<file path="config.mk">
export PLATFORM = sky130hd
export DESIGN_NAME = regfile_mp
export DESIGN_NICKNAME = d
export VERILOG_FILES = /design/src/rtl/regfile_pkg.sv /design/src/rtl/regfile_rdport.sv /design/src/rtl/regfile_mp.sv
export SDC_FILE = /design/constraint.sdc
export NUM_CORES = 2
export LEC_CHECK = 0
export BUFFER_PORTS_ARGS = -buffer_cell sky130_fd_sc_hd__buf_2
export CAP_MARGIN = 20
export CORE_AREA = 3 3 524 474
export DETAILED_ROUTE_END_ITERATION = 16
export DIE_AREA = 0 0 527 477
export HOLD_SLACK_MARGIN = 0.15
export PLACE_DENSITY = 0.45
export SYNTH_ARGS = -nofsm -noshare
export SYNTH_HDL_FRONTEND = slang
export SYNTH_SLANG_ARGS = --single-unit
</file>
<file path="constraint.sdc">
create_clock -name clk -period 3.8 [get_ports clk]
set_clock_uncertainty 0.15 [all_clocks]
set_input_delay 0.57 -clock clk [delete_from_list [all_inputs] [get_ports clk]]
set_output_delay 0.57 -clock clk [all_outputs]
set_load 0.005 [all_outputs]
</file>
<file path="src/rtl/regfile_pkg.sv">
// Shared types and defaults for the multi-read-port register file.
package regfile_pkg;

  typedef enum logic {
    INIT  = 1'b0,
    READY = 1'b1
  } rf_state_e;

  localparam int DW_DEF     = 32;
  localparam int DEPTH_DEF  = 32;
  localparam int NUM_RD_DEF = 2;

  function automatic int calc_aw(input int depth);
    return (depth <= 2) ? 1 : $clog2(depth);
  endfunction

endpackage

</file>
<file path="src/rtl/regfile_rdport.sv">
// One registered read port: address decode, zero/out-of-range masking, optional
// write-first forwarding (enabled by defining REGFILE_BYPASS_EN).
module regfile_rdport
  import regfile_pkg::*;
#(
  parameter int DW       = DW_DEF,
  parameter int DEPTH    = DEPTH_DEF,
  parameter int AW       = calc_aw(DEPTH),
  parameter int ZERO_REG = 1
) (
  input  logic          clk,
  input  logic          rst_n,
  input  logic          en_i,
  input  logic [AW-1:0] addr_i,
  input  logic [DW-1:0] mem_i [DEPTH],
  input  logic          wr_en_i,
  input  logic [AW-1:0] wr_addr_i,
  input  logic [DW-1:0] wr_data_i,
  output logic [DW-1:0] rdata_o
);

`ifdef REGFILE_BYPASS_EN
  localparam bit BYPASS = 1'b1;
`else
  localparam bit BYPASS = 1'b0;
`endif

  logic [DW-1:0] rdata_d, rdata_q;
  logic          in_range, is_zero, fwd_hit;

  always_comb begin
    in_range = ({1'b0, addr_i} < (AW+1)'(DEPTH));
    is_zero  = (ZERO_REG != 0) && (addr_i == '0);
    // wr_en_i already excludes dropped writes, so a hit never forwards into entry 0
    fwd_hit  = BYPASS && wr_en_i && (wr_addr_i == addr_i);
    rdata_d  = '0;
    if (en_i && in_range && !is_zero) begin
      rdata_d = fwd_hit ? wr_data_i : mem_i[addr_i];
    end
  end

  always_ff @(posedge clk or negedge rst_n) begin
    if (!rst_n) begin
      rdata_q <= '0;
    end else begin
      rdata_q <= rdata_d;
    end
  end

  assign rdata_o = rdata_q;

endmodule

</file>
<file path="src/rtl/regfile_mp.sv">
// Multi-read-port register file with post-reset clear sequencer. Write-first
// forwarding on read/write collisions is built when REGFILE_BYPASS_EN is defined.
module regfile_mp
  import regfile_pkg::*;
#(
  parameter int  DW       = DW_DEF,
  parameter int  DEPTH    = DEPTH_DEF,
  parameter int  NUM_RD   = NUM_RD_DEF,
  parameter int  ZERO_REG = 1,
  localparam int AW       = calc_aw(DEPTH)
) (
  input  logic                 clk,
  input  logic                 rst_n,
  input  logic [NUM_RD*AW-1:0] rsi,
  output logic [NUM_RD*DW-1:0] read_data,
  input  logic [AW-1:0]        rdi,
  input  logic [DW-1:0]        write_data,
  input  logic                 reg_write,
  output logic                 ready
);

  rf_state_e     state_q, state_d;
  logic [AW-1:0] idx_q, idx_d;
  logic [DW-1:0] mem_q [DEPTH];
  logic          clr_en, rd_en, wr_en, wr_in_range, wr_zero;

  always_ff @(posedge clk or negedge rst_n) begin
    if (!rst_n) begin
      state_q <= INIT;
      idx_q   <= '0;
    end else begin
      state_q <= state_d;
      idx_q   <= idx_d;
    end
  end

  always_comb begin
    state_d = state_q;
    idx_d   = idx_q;
    if (state_q == INIT) begin
      idx_d = idx_q + AW'(1);
      if (idx_q == AW'(DEPTH - 1)) state_d = READY;
    end
  end

  always_comb begin
    clr_en      = (state_q == INIT);
    rd_en       = (state_q == READY);
    wr_in_range = ({1'b0, rdi} < (AW+1)'(DEPTH));
    wr_zero     = (ZERO_REG != 0) && (rdi == '0);
    wr_en       = rd_en && reg_write && wr_in_range && !wr_zero;
  end

  assign ready = rd_en;

  // Storage carries no reset; the clear sequencer owns initialisation
  always_ff @(posedge clk) begin
    if (clr_en) begin
      mem_q[idx_q] <= '0;
    end else if (wr_en) begin
      mem_q[rdi] <= write_data;
    end
  end

  for (genvar p = 0; p < NUM_RD; p++) begin : g_rd
    regfile_rdport #(
      .DW      (DW),
      .DEPTH   (DEPTH),
      .AW      (AW),
      .ZERO_REG(ZERO_REG)
    ) u_rdport (
      .clk      (clk),
      .rst_n    (rst_n),
      .en_i     (rd_en),
      .addr_i   (rsi[p*AW +: AW]),
      .mem_i    (mem_q),
      .wr_en_i  (wr_en),
      .wr_addr_i(rdi),
      .wr_data_i(write_data),
      .rdata_o  (read_data[p*DW +: DW])
    );
  end

endmodule

</file>
==> metrics.csv <==
metric;value;unit
status;completed;
synth_nets;4716;
ys_seq_area_share;53.6;%
drc;0;
design_power_total;28.2;mW
final.fill_count;24754;
die_x;527;um
io_pins;115;
floorplan.die.height;477;um
timing.rr.end;mem_q[477];
maxClockFrequency;0.333;GHz
leakage_power_total;20.3;nW
postSynth.topFlopCell;edfxtp_1;
synth_cell_type_count;48;
pre_cts_ws;338;ps
classification_of_the_worst_slack_hold_path;in2async;
post-synth-top-area-cell;edfxtp_1;
numPlacedInstances;7725;
setup_viol_count_final;0;
layout_setup_ws;793;ps
synthTopCellsByArea;edfxtp_1 51%, a22o_1 12%, mux4_2 9.4%, mux2i_1 4.2%, mux2_2 3.7%;
syn_std_cell_area;0.0606;mm2
critPathMaxFanout;31;
routed_via_density;5.97;
critical-path-max-stage-delay;760;ps
crit_path_top_delay_cell;nor2b_1;
ys_async_sr_fraction;6.40;%
final.period_utilization;79.1;%
core-area;0.244;mm2
grt_remaining_overflow;0;
regArea;0.0325;mm2
post-cts-setup-buffer-count;0;
tritoncts;built;
rsz0062_at_grt;false;
worst_ir_drop_vdd;379;uV
reg2reg_depth;6;
crit_path_start_kind;flop;
groute.usage.overall;22.1;%
min_period;3010;ps
cts_max_path_buffers;3;
r2r_start;idx_q[1];
synth_seq_cells;1094;
initialDrtViolationCount;6405;
cts.clk_slew.worst_paths;70;ps
detailed_place.area;0.0666;mm2
area_occupied_by_multi_input_gates;0.0268;mm2
cts_sinks;1094;
fin_cells;7950;
io_buffers;114;
detailroute.via_count;47497;
post-route-cell-area;0.0706;mm2
gp_congestion;0.940;
syn_area_per_cell;13.0;um2
first_global_vias;44959;
cell_chain_critical_path;inv_1 -> ha_1 -> nor2b_1 -> a21oi_4 -> buf_4 -> a22o_1;
initial_antenna_violation_count;18;
drtAntennaViolNets;0;
rows;172;
syn_inst;4661;
cts_inserted_buffers;115;
rrSetupSlack;790;ps
fin_worst_hold_slack;244;ps
area.growth.synth_to_final;16.5;%
timing.final.hold_violations;0;
drt_pre_antenna_iters;6;
cts.htree.levels;3;
max_cap_viol;0;
power_density;399;mW/mm2
layout.nets;4680;
worst_pin_slew;1040;ps
synth-edff-count;1024;
floorplan.die_area;0.251;mm2
synthDominantCellAreaShare;50.7;%
routed_wire_length_per_instance;36.4;um
cts_root_buffer;clkbuf_16;
report.final.slew_viol_count;0;
timing.slew.headroom;30.2;%
clock_latency;780;ps
largest_net_degree_at_the_start_of_global_routing;85;
grt_first_pass_wirelength;392000;um
dp_hpwl;186000;um
critical_path_data_arrival_time;3360;ps
drive_gt1_share;24.6;%
setup.worst_path.class;reg2reg;
synth.yosys.warnings;0;
starting_utilization_of_the_core_area;24.9;%
timing.critical_path.to_type;flop;
endpoint_required_time_on_the_critical_path;4160;ps
finalWirelength;289000;um
final cells by class:
class	count	area share (%)
inverter	4	0.0213
clock buffer	145	4.48
multi-input combinational	3009	37.9
timing repair buffer	401	4.72
tap	3219	5.70
antenna	4	0.0142
sequential	1094	46.0
clock inverter	74	1.12
stage by stage:
stage               utilization (%)  TNS, ps
detailed placement             27.3        0
CTS                            29.0        0
global route                   29.0        0
finish                         29.0        0
floorplan                         -  -195100
global placement               27.3        0
synth_stat cells (12+ instances only):
cell type	instances
o21ai_0	328
mux2_2	197
o22ai_1	65
a22oi_1	160
buf_1	17
buf_4	12
o31ai_1	14
a211oi_1	66
nand3_1	72
nor2_1	27
a22o_1	800
a21oi_1	48
mux4_2	253
edfxtp_1	1024
mux2i_1	257
or3_1	63
and2_1	48
and3_1	35
nand2_1	345
dfrtp_1	70
nand4_1	64
clkbuf_1	408
nor2b_1	77
buf_2	110
a31oi_1	47
how the worst max path moves through the flow:
stage | slack, ps | end | startpoint | cells past startpoint
finish | 790 | mem_q[477] | idx_q[1] | 6
global placement | 340 | g_rd[1].u_rdport.rdata_o[25] | rsi[5] | 5
CTS | 810 | mem_q[477] | idx_q[1] | 6
global route | 730 | mem_q[477] | idx_q[1] | 6
floorplan | -570 | mem_q[128] | rdi[1] | 6
detailed placement | 340 | g_rd[1].u_rdport.rdata_o[25] | rsi[5] | 5
cell families after synthesis:
group | share of synthesized area [%]
buffers and inverters | 3.84
AOI/OAI and AO/OA | 18.8
muxes | 17.3
xor gates and xnor gates | 0.0433
adders and majority gates | 0.103
and+or+nand+nor | 6.27
DFF | 53.6
where the power goes:
part | total [mW] | switching (mW) | internal (mW)
clock network | 12.3 | 5.35 | 6.91
logic | 2.45 | 1.71 | 0.740
registers | 13.4 | 0.214 | 13.2
total | 28.2 | 7.28 | 20.9
registers in the layout (all words and copies together) (netlist names):
| name | cells |
|---|---|
| mem_q | 1024 |
| ready | 1 |
| idx_q | 5 |
| g_rd.u_rdport.rdata_o | 64 |
what timing repair did:
action | 4_1_cts | 5_1_grt
hold buffers | 1 | 0
endpoints found under the hold margin | 27 | 0
gates resized for setup | 0 | 0
per-layer routing:
metal	track usage (%)	up-vias	routed length, um
met2	32.4	3267	124000
met4	10.3	4	15800
met5	0	-	28
li1	-	18861	-
met1	31.3	24853	122000
met3	4.18	512	28000
worst max-delay path: cells and delay by family (launching register included):
kind            cells  cell delay, ps
buf+inv             2             460
fa+ha+maj           1             520
simple gates        1             760
compound gates      2             410
flops               1             420
layout by cell type, fill, tap and decap left out, drive strengths merged, types with 2 or more instances in the layout:
cell / n
nand2b: 6
mux4: 253
and3: 35
a22oi: 160
nand2: 345
mux2: 197
or2: 5
clkbuf: 146
mux2i: 257
inv: 8
nor2b: 77
xnor2: 3
a211oi: 66
dfrtp: 70
buf: 399
and4b: 3
o21ba: 2
clkinvlp: 9
ha: 5
a22o: 800
o22ai: 65
diode: 4
nand3b: 3
a21oi: 48
nor3: 3
and3b: 3
nand4: 64
bufinv: 15
nand3: 72
and2: 48
clkinv: 46
nor3b: 4
o21ai: 328
or3: 63
a31oi: 47
nor2: 27
o31ai: 14
edfxtp: 1024
Note: power is estimated with default switching activity, not from simulation.
